--- src/rtl/bsr_pkg.sv ---
// Shared definitions for the bidirectional shift register (bsr) and its
// command sequencer: controller state encoding and shift-direction values.
package bsr_pkg;

   // Controller sequence: IDLE -> SHIFT -> CAPTURE -> RESP -> IDLE
   typedef enum logic [1:0] {
      ST_IDLE    = 2'd0,
      ST_SHIFT   = 2'd1,
      ST_CAPTURE = 2'd2,
      ST_RESP    = 2'd3
   } state_t;

   // Shift direction as carried on cmd_dir and rl_mode
   localparam logic DIR_RIGHT = 1'b0;   // ri lane, inserts at q[REG_W-1]
   localparam logic DIR_LEFT  = 1'b1;   // li lane, inserts at q[0]

endpackage

--- src/rtl/bsr_shift_ctrl.sv ---
// Command-driven sequencer for one bsr instance. Accepts {dir, len, data}
// over a valid/ready handshake, serialises data LSB-first onto ri or li,
// samples q once the last bit has landed and returns it on a valid/ready
// response.
// Ports:
//   clk, rst             rising-edge clock, async active-high reset
//   cmd_valid/cmd_ready  command handshake (ready only in IDLE)
//   cmd_dir              DIR_RIGHT (ri lane) / DIR_LEFT (li lane)
//   cmd_len              bits to shift, legal 1..DATA_W
//   cmd_data             serial payload, bit 0 first
//   abort                synchronous abort to IDLE, no response
//   ri, li, rl_mode      registered drives to the bsr
//   q_in                 bsr q
//   rsp_valid/rsp_ready  response handshake, rsp_data = captured q_in
//   busy                 not in IDLE
//   err                  one-cycle pulse on a rejected illegal cmd_len
module bsr_shift_ctrl
   import bsr_pkg::*;
#(
   parameter int   REG_W     = 4,
   parameter int   DATA_W    = 8,
   parameter int   LEN_W     = 4,
   parameter logic IDLE_FILL = 1'b0
) (
   input  logic              clk,
   input  logic              rst,
   input  logic              cmd_valid,
   output logic              cmd_ready,
   input  logic              cmd_dir,
   input  logic [LEN_W-1:0]  cmd_len,
   input  logic [DATA_W-1:0] cmd_data,
   input  logic              abort,
   output logic              ri,
   output logic              li,
   output logic              rl_mode,
   input  logic [REG_W-1:0]  q_in,
   output logic              rsp_valid,
   input  logic              rsp_ready,
   output logic [REG_W-1:0]  rsp_data,
   output logic              busy,
   output logic              err
);

   state_t              state;
   logic                dir_q;
   logic [LEN_W-1:0]    len_q;
   logic [LEN_W-1:0]    cnt;
   // Remaining payload; bit 0 is always the next bit to drive
   logic [DATA_W-1:0]   data_q;

   logic len_bad;
   assign len_bad   = (cmd_len == '0) || (cmd_len > LEN_W'(DATA_W));
   assign cmd_ready = (state == ST_IDLE);
   assign busy      = (state != ST_IDLE);

   // NOTE: every register here is assigned with <= so all branches act on
   // the pre-edge values, matching what the flops actually do.
   always_ff @(posedge clk or posedge rst) begin
      if (rst) begin
         state     <= ST_IDLE;
         ri        <= IDLE_FILL;
         li        <= IDLE_FILL;
         rl_mode   <= DIR_RIGHT;
         rsp_valid <= 1'b0;
         rsp_data  <= '0;
         err       <= 1'b0;
         dir_q     <= DIR_RIGHT;
         len_q     <= '0;
         cnt       <= '0;
         data_q    <= '0;
      end else begin
         err <= 1'b0;
         if (abort) begin
            // Abort outranks accept and response handshake; rsp_data is kept
            state     <= ST_IDLE;
            ri        <= IDLE_FILL;
            li        <= IDLE_FILL;
            rsp_valid <= 1'b0;
         end else begin
            case (state)
               ST_IDLE: begin
                  ri <= IDLE_FILL;
                  li <= IDLE_FILL;
                  if (cmd_valid) begin
                     if (len_bad) begin
                        err <= 1'b1;
                     end else begin
                        dir_q   <= cmd_dir;
                        len_q   <= cmd_len;
                        data_q  <= cmd_data >> 1;
                        cnt     <= LEN_W'(1);
                        rl_mode <= cmd_dir;
                        if (cmd_dir == DIR_LEFT) li <= cmd_data[0];
                        else                     ri <= cmd_data[0];
                        state   <= ST_SHIFT;
                     end
                  end
               end
               ST_SHIFT: begin
                  // cnt bits have been presented; the last one lands this edge
                  if (cnt == len_q) begin
                     ri    <= IDLE_FILL;
                     li    <= IDLE_FILL;
                     state <= ST_CAPTURE;
                  end else begin
                     if (dir_q == DIR_LEFT) li <= data_q[0];
                     else                   ri <= data_q[0];
                     data_q <= data_q >> 1;
                     cnt    <= cnt + LEN_W'(1);
                  end
               end
               ST_CAPTURE: begin
                  // q_in still holds the shifted result; the bsr moves on at this edge
                  rsp_data  <= q_in;
                  rsp_valid <= 1'b1;
                  state     <= ST_RESP;
               end
               ST_RESP: begin
                  if (rsp_ready) begin
                     rsp_valid <= 1'b0;
                     state     <= ST_IDLE;
                  end
               end
               default: state <= ST_IDLE;
            endcase
         end
      end
   end

endmodule

--- config.mk ---
export PLATFORM = sky130hd
export DESIGN_NAME = bsr_shift_ctrl
export DESIGN_NICKNAME = d
export VERILOG_FILES = /design/src/rtl/bsr_pkg.sv /design/src/rtl/bsr_shift_ctrl.sv
export SDC_FILE = /design/constraint.sdc
export NUM_CORES = 1
export LEC_CHECK = 0
export CAP_MARGIN = 20
export CORE_UTILIZATION = 35
export DETAILED_ROUTE_END_ITERATION = 8
export PLACE_DENSITY_LB_ADDON = 0.08
export SYNTH_ARGS = -nofsm -noshare
export SYNTH_HDL_FRONTEND = slang
export SYNTH_SLANG_ARGS = --single-unit
--- constraint.sdc ---
create_clock -name clk -period 3.4 [get_ports clk]
set_clock_uncertainty 0.15 [all_clocks]
set_input_delay 0.85 -clock clk [delete_from_list [all_inputs] [get_ports clk]]
set_output_delay 0.85 -clock clk [all_outputs]
set_load 0.02 [all_outputs]
=== Yosys cells after proc, flatten, opt, wreduce, memory -nomap -nowiden ===
Index checks and enable logic that the tools add are counted.

* Word-level logic and storage cells: 76
* Output and inout bits: 11
* Register bits: 27

* Equality and inequality tests: 13
* Bitwise gates (word level): 2
* $lt $le $gt $ge: 1
* Mux-type cells: 35
* Reductions and logical operators: 14
* $add $sub $neg: 1

{| class="wikitable"
|+ Operator list
! kind !! number
|-
| $mux W8 || 3
|-
| $mux W1 || 18
|-
| $pmux W8 S2 || 1
|-
| $mux W4 || 3
|-
| $mux W2 || 5
|-
| $ne A3 B3 Y1 const B || 3
|-
| $ne A4 B4 Y1 const B || 2
|-
| $pmux W2 S4 || 1
|-
| $pmux W4 S2 || 1
|-
| $reduce_and A2 Y1 || 4
|-
| $reduce_and A4 Y1 || 2
|-
| $ne A2 B2 Y1 const B || 3
|-
| $pmux W1 S2 || 3
|-
| $reduce_bool A3 Y1 || 2
|-
| $reduce_and A5 Y1 || 1
|-
| $add A4 B1 Y4 const B || 1
|-
| $eq A2 B2 Y1 const B || 2
|-
| $eq A4 B4 Y1 || 1
|-
| $gt A4 B4 Y1 const B || 1
|-
| $logic_not A4 Y1 || 1
|-
| $reduce_bool A2 Y1 || 2
|-
| $ne A3 B2 Y1 const B || 1
|-
| $eq A2 B1 Y1 const B || 1
|-
| $logic_not A2 Y1 || 1
|-
| other kinds (2) || 3
|}

=== Depth between registers and ports, before layout ===
* Word-level depth: 6
* Gate-level depth with buffers: 8
* Depth with buffers taken out: 7

=== Least setup slack after synthesis ===
No wires, ideal clock.

* Path kind: in2reg
* Start: input port cmd_len[3]
* End: register dir_q
* Buffers on the path: 1
* Library setup time: 0.125 ns
* Stages on the path: 5
* Data arrival time: 2.111 ns
* Setup slack: 1.014 ns
* Required time: 3.125 ns
* Cells stage by stage: or4_4 > and2_4 > and3_1 > buf_6 > mux2_4

* Cells in the longest elaborated chain, start to end: 4
* Elaborated cells between the ends (all ways): 5
* Classes of those cells: order compare: 1; bitwise: 1; reduce/logical: 3

{| class="wikitable"
|+ Ends and longest elaborated chain
! element !! RTL line !! text
|-
| from (decl) || bsr_shift_ctrl.sv:30 || <nowiki>input logic [LEN_W-1:0] cmd_len,</nowiki>
|-
| $gt A4 B4 Y1 or $logic_not A4 Y1 (tied branches) || bsr_shift_ctrl.sv:52 || <nowiki>assign len_bad = (cmd_len == '0) || (cmd_len > LEN_W'(DATA_W));</nowiki>
|-
| $logic_or A1 B1 Y1 (*) || bsr_shift_ctrl.sv:52 ||
|-
| $not A1 Y1 (no line) (*) || n/a ||
|-
| $reduce_and A4 Y1 (no line) (*) || n/a ||
|-
| to (signal assigned) || bsr_shift_ctrl.sv:88 || <nowiki>dir_q <= cmd_dir;</nowiki>
|-
| to (decl) || bsr_shift_ctrl.sv:45 || <nowiki>logic dir_q;</nowiki>
|}

Every way passes the cells marked *; elsewhere a longest branch is shown, timed or not.
A chain may end at the register's enable or synchronous reset.

=== Final worst setup path ===
* Start: register state[1]
* End: output port busy

* Cells in the longest elaborated chain, start to end: 1

{| class="wikitable"
|+ Ends and longest elaborated chain
! element !! RTL line !! text
|-
| from (decl) || bsr_shift_ctrl.sv:44 || <nowiki>state_t state;</nowiki>
|-
| from (signal assigned) || bsr_shift_ctrl.sv:60 || <nowiki>state <= ST_IDLE;</nowiki>
|-
| from (signal assigned) || bsr_shift_ctrl.sv:75 || <nowiki>state <= ST_IDLE;</nowiki>
|-
| from (signal assigned) || bsr_shift_ctrl.sv:95 || <nowiki>state <= ST_SHIFT;</nowiki>
|-
| $reduce_bool A2 Y1 || bsr_shift_ctrl.sv:54 || <nowiki>assign busy = (state != ST_IDLE);</nowiki>
|-
| to (decl) || bsr_shift_ctrl.sv:40 || <nowiki>output logic busy,</nowiki>
|}

No other way between the ends.

==> flow_metrics.env <==
export IMPL_grt_total_usage=0.144
export IMPL_syn2layout_area_growth_pct=30.8
export IMPL_hp_class="reg -> reg"
export IMPL_hold_violations=0
export IMPL_powerDensity_mw_per_mm2=792
export IMPL_antenna_diode_count=0
export IMPL_drv_cap=0
export IMPL_ctsLongestPathBuffers=2
export IMPL_cp_arrival_ns=1.84
export IMPL_drc=0
export IMPL_first_pass_iters=4
export IMPL_synthCells=129
export IMPL_ir_drop_mv=0.318
export IMPL_layout_nets=190
export IMPL_grt_setup_unrepaired="false"
export IMPL_gp_routability_congestion=0.753
export IMPL_dp_final_hpwl_mm=1.96
export IMPL_fmax_mhz=352
export IMPL_slew_violations=0
export IMPL_cp_max_fo=7
export IMPL_ys_seq_elements=26
export IMPL_startpoint_type="flip-flop"
export IMPL_final_common_cell="clkdlybuf4s50_1"
export IMPL_avgSynthCellArea_um2=10.9
export IMPL_dieArea_mm2=0.00426
export IMPL_syn_cell_area_mm2=0.00140
export IMPL_grt_overflow=0
export IMPL_start_util=0.375
export IMPL_cts_setup_buffers=0
export IMPL_dpl_worst_slack_ns=0.407
export IMPL_cts_root_buf="clkbuf_8"
export IMPL_r2r_end="cnt[3]"
export IMPL_layout_setup_ws_ns=0.563
export IMPL_worst_pin_slew_ns=0.743
export IMPL_first_global_vias=1041
export IMPL_r2r_slack_ns=0.86
export IMPL_grt_max_degree=27
export IMPL_routed_wirelength_mm=2.67
export IMPL_worstReg2RegStart="state[1]"
export IMPL_cts_tree="done"
export IMPL_status="finished clean"
export IMPL_synth_nets=156
export IMPL_wl_per_cell_um=12.7
export IMPL_fillers=362
export IMPL_ff_latch_area_um2=651
export IMPL_fp_row_count=22
export IMPL_clk_latency_ns=0.28
export IMPL_final_setup_viol_count=0
export IMPL_ys_seq_area_frac=0.464
export IMPL_final_cell_mix="clkdlybuf4s50_1 (32), dfrtp_1 (26), nor2_1 (14), inv_1 (8), a21oi_1 (8)"
export IMPL_ant_nets=0
export IMPL_clkTransAtPathRegs_ns=0.09
export IMPL_clkSinkCount=26
export IMPL_ys_warn_count=0
export IMPL_first_iter_violations=53
export IMPL_die_width_um=65.3
export IMPL_vias_per_cell=5.03
export IMPL_grt_pass1_wl_mm=4.62
export IMPL_hold_path_cell_count=2
export IMPL_ys_types=36
export IMPL_min_from="li"
export IMPL_setup_worst_path_end_class="primary output"
export IMPL_min_period_ns=2.84
export IMPL_layout_drive_gt1_share=0.130
export IMPL_ctsResizeCount=0
export IMPL_cellLeakagePower_uw=0.000778
export IMPL_critPathKind="reg -> out"
export IMPL_slew_headroom=0.505
export IMPL_core_area_mm2=0.00374
export IMPL_finalCritPeriodShare=0.834
export IMPL_die_h_um=65.3
export IMPL_numCtsBuffers=3
export IMPL_multi_input_comb_area_um2=687
export IMPL_min_to="li"
export IMPL_antenna_found_initial=0
export IMPL_setup_tns_ns=0
export IMPL_vias=1057
export IMPL_htree_levels=1
export IMPL_port_buffers=32
export IMPL_ctsHoldBuffers=0
export IMPL_ios=33
export IMPL_reg2reg_depth=7
export IMPL_crit_required_ns=2.40
[per-stage QoR]
stage / hold WS (ns) / total power, uW / cell area [um^2] / instances / utilization
after floorplan: 0.344 / 991 / 1400 / 129 / -
after global placement: 0.345 / 1190 / 1760 / 206 / 0.471
after detailed placement: 0.349 / 1210 / 1760 / 206 / 0.471
after CTS: 0.370 / 1470 / 1830 / 210 / 0.490
after global routing: 0.378 / 1570 / 1830 / 210 / 0.490
final: 0.364 / 1450 / 1830 / 210 / 0.490
[power by group]
group          internal [uW]  leakage [uW]  total [uW]  switching, uW
Combinational            338      0.000425         666            327
Sequential               435      0.000317         529           94.8
Clock                    158     0.0000357         258            101
[layout make-up]
cell class	instances	area share
clock inverter	1	0.0164
timing repair buffer	34	0.183
inverter	8	0.0164
clock buffer	3	0.0225
sequential	26	0.355
tap	48	0.0327
multi-input combinational	90	0.374
[layer usage]
metal	vias up	global-route usage	routed length (um)
met3	5	0.0278	117
met1	513	0.185	1270
met4	0	0.0788	63
met2	22	0.227	1230
li1	517	-	-
met5	-	0	0
[how the worst max path moves through the flow]
stage | from | end | slack (ns)
after global placement | cmd_len[0] | cnt[3] | 0.42
final | state[1] | busy | 0.56
after detailed placement | cmd_len[0] | cnt[3] | 0.41
after CTS | state[1] | busy | 0.55
after global routing | state[1] | busy | 0.45
after floorplan | cmd_len[3] | dir_q | 1.01
[worst max-delay path, stage by stage (launching register included)]
cell	delay [ns]
dfrtp_1	0.45
inv_1	0.11
ha_1	0.27
inv_1	0.12
clkdlybuf4s50_1	0.61
[cells by family (layout without fill, tap and decap cells)]
family | Yosys count | count (layout) | share of synthesized area
flip-flops | 26 | 26 | 0.464
AND/OR/NAND/NOR | 43 | 43 | 0.164
adder cells (fa/ha/maj) | 5 | 5 | 0.0446
AO/OA/AOI/OAI | 23 | 23 | 0.131
XOR/XNOR | 4 | 4 | 0.0250
multiplexers | 15 | 15 | 0.125
buffers and inverters | 13 | 46 | 0.0464
[registers in the layout (all words and copies together) (netlist names)]
| signal | flops |
|---|---|
| ri | 1 |
| dir_q | 1 |
| li | 1 |
| data_q | 7 |
| rsp_valid | 1 |
| cnt | 4 |
| rsp_data | 4 |
| state | 2 |
| len_q | 4 |
| err | 1 |
[synth_stat cells]
master,number,area (um^2)
o21ai_1,2,10.0
o221a_2,2,22.5
xor2_1,4,35.0
mux2i_1,7,70.1
and3_1,3,18.8
and2_4,1,8.76
a31oi_2,1,12.5
nand4b_1,2,17.5
nor3_1,1,5.00
or4_4,1,11.3
mux2_4,4,60.1
a21oi_1,8,40.0
nand3_1,3,15.0
dfrtp_1,26,651
nor2b_1,3,18.8
a2bb2oi_1,1,8.76
inv_1,8,30.0
a2111oi_4,1,27.5
or2_1,1,6.26
o21bai_1,1,7.51
nor2_1,14,52.6
buf_6,2,22.5
buf_2,1,5.00
nor4_1,1,6.26
buf_1,1,3.75
o221ai_1,1,8.76
a32o_1,1,10.0
o41ai_1,1,8.76
mux2_2,4,45.0
o21ai_0,3,15.0
ha_1,5,62.6
nand2_1,6,22.5
nand2b_1,4,25.0
clkbuf_1,1,3.75
nand3b_1,3,22.5
o31ai_2,1,12.5
Note: power is estimated with default switching activity, not from simulation.
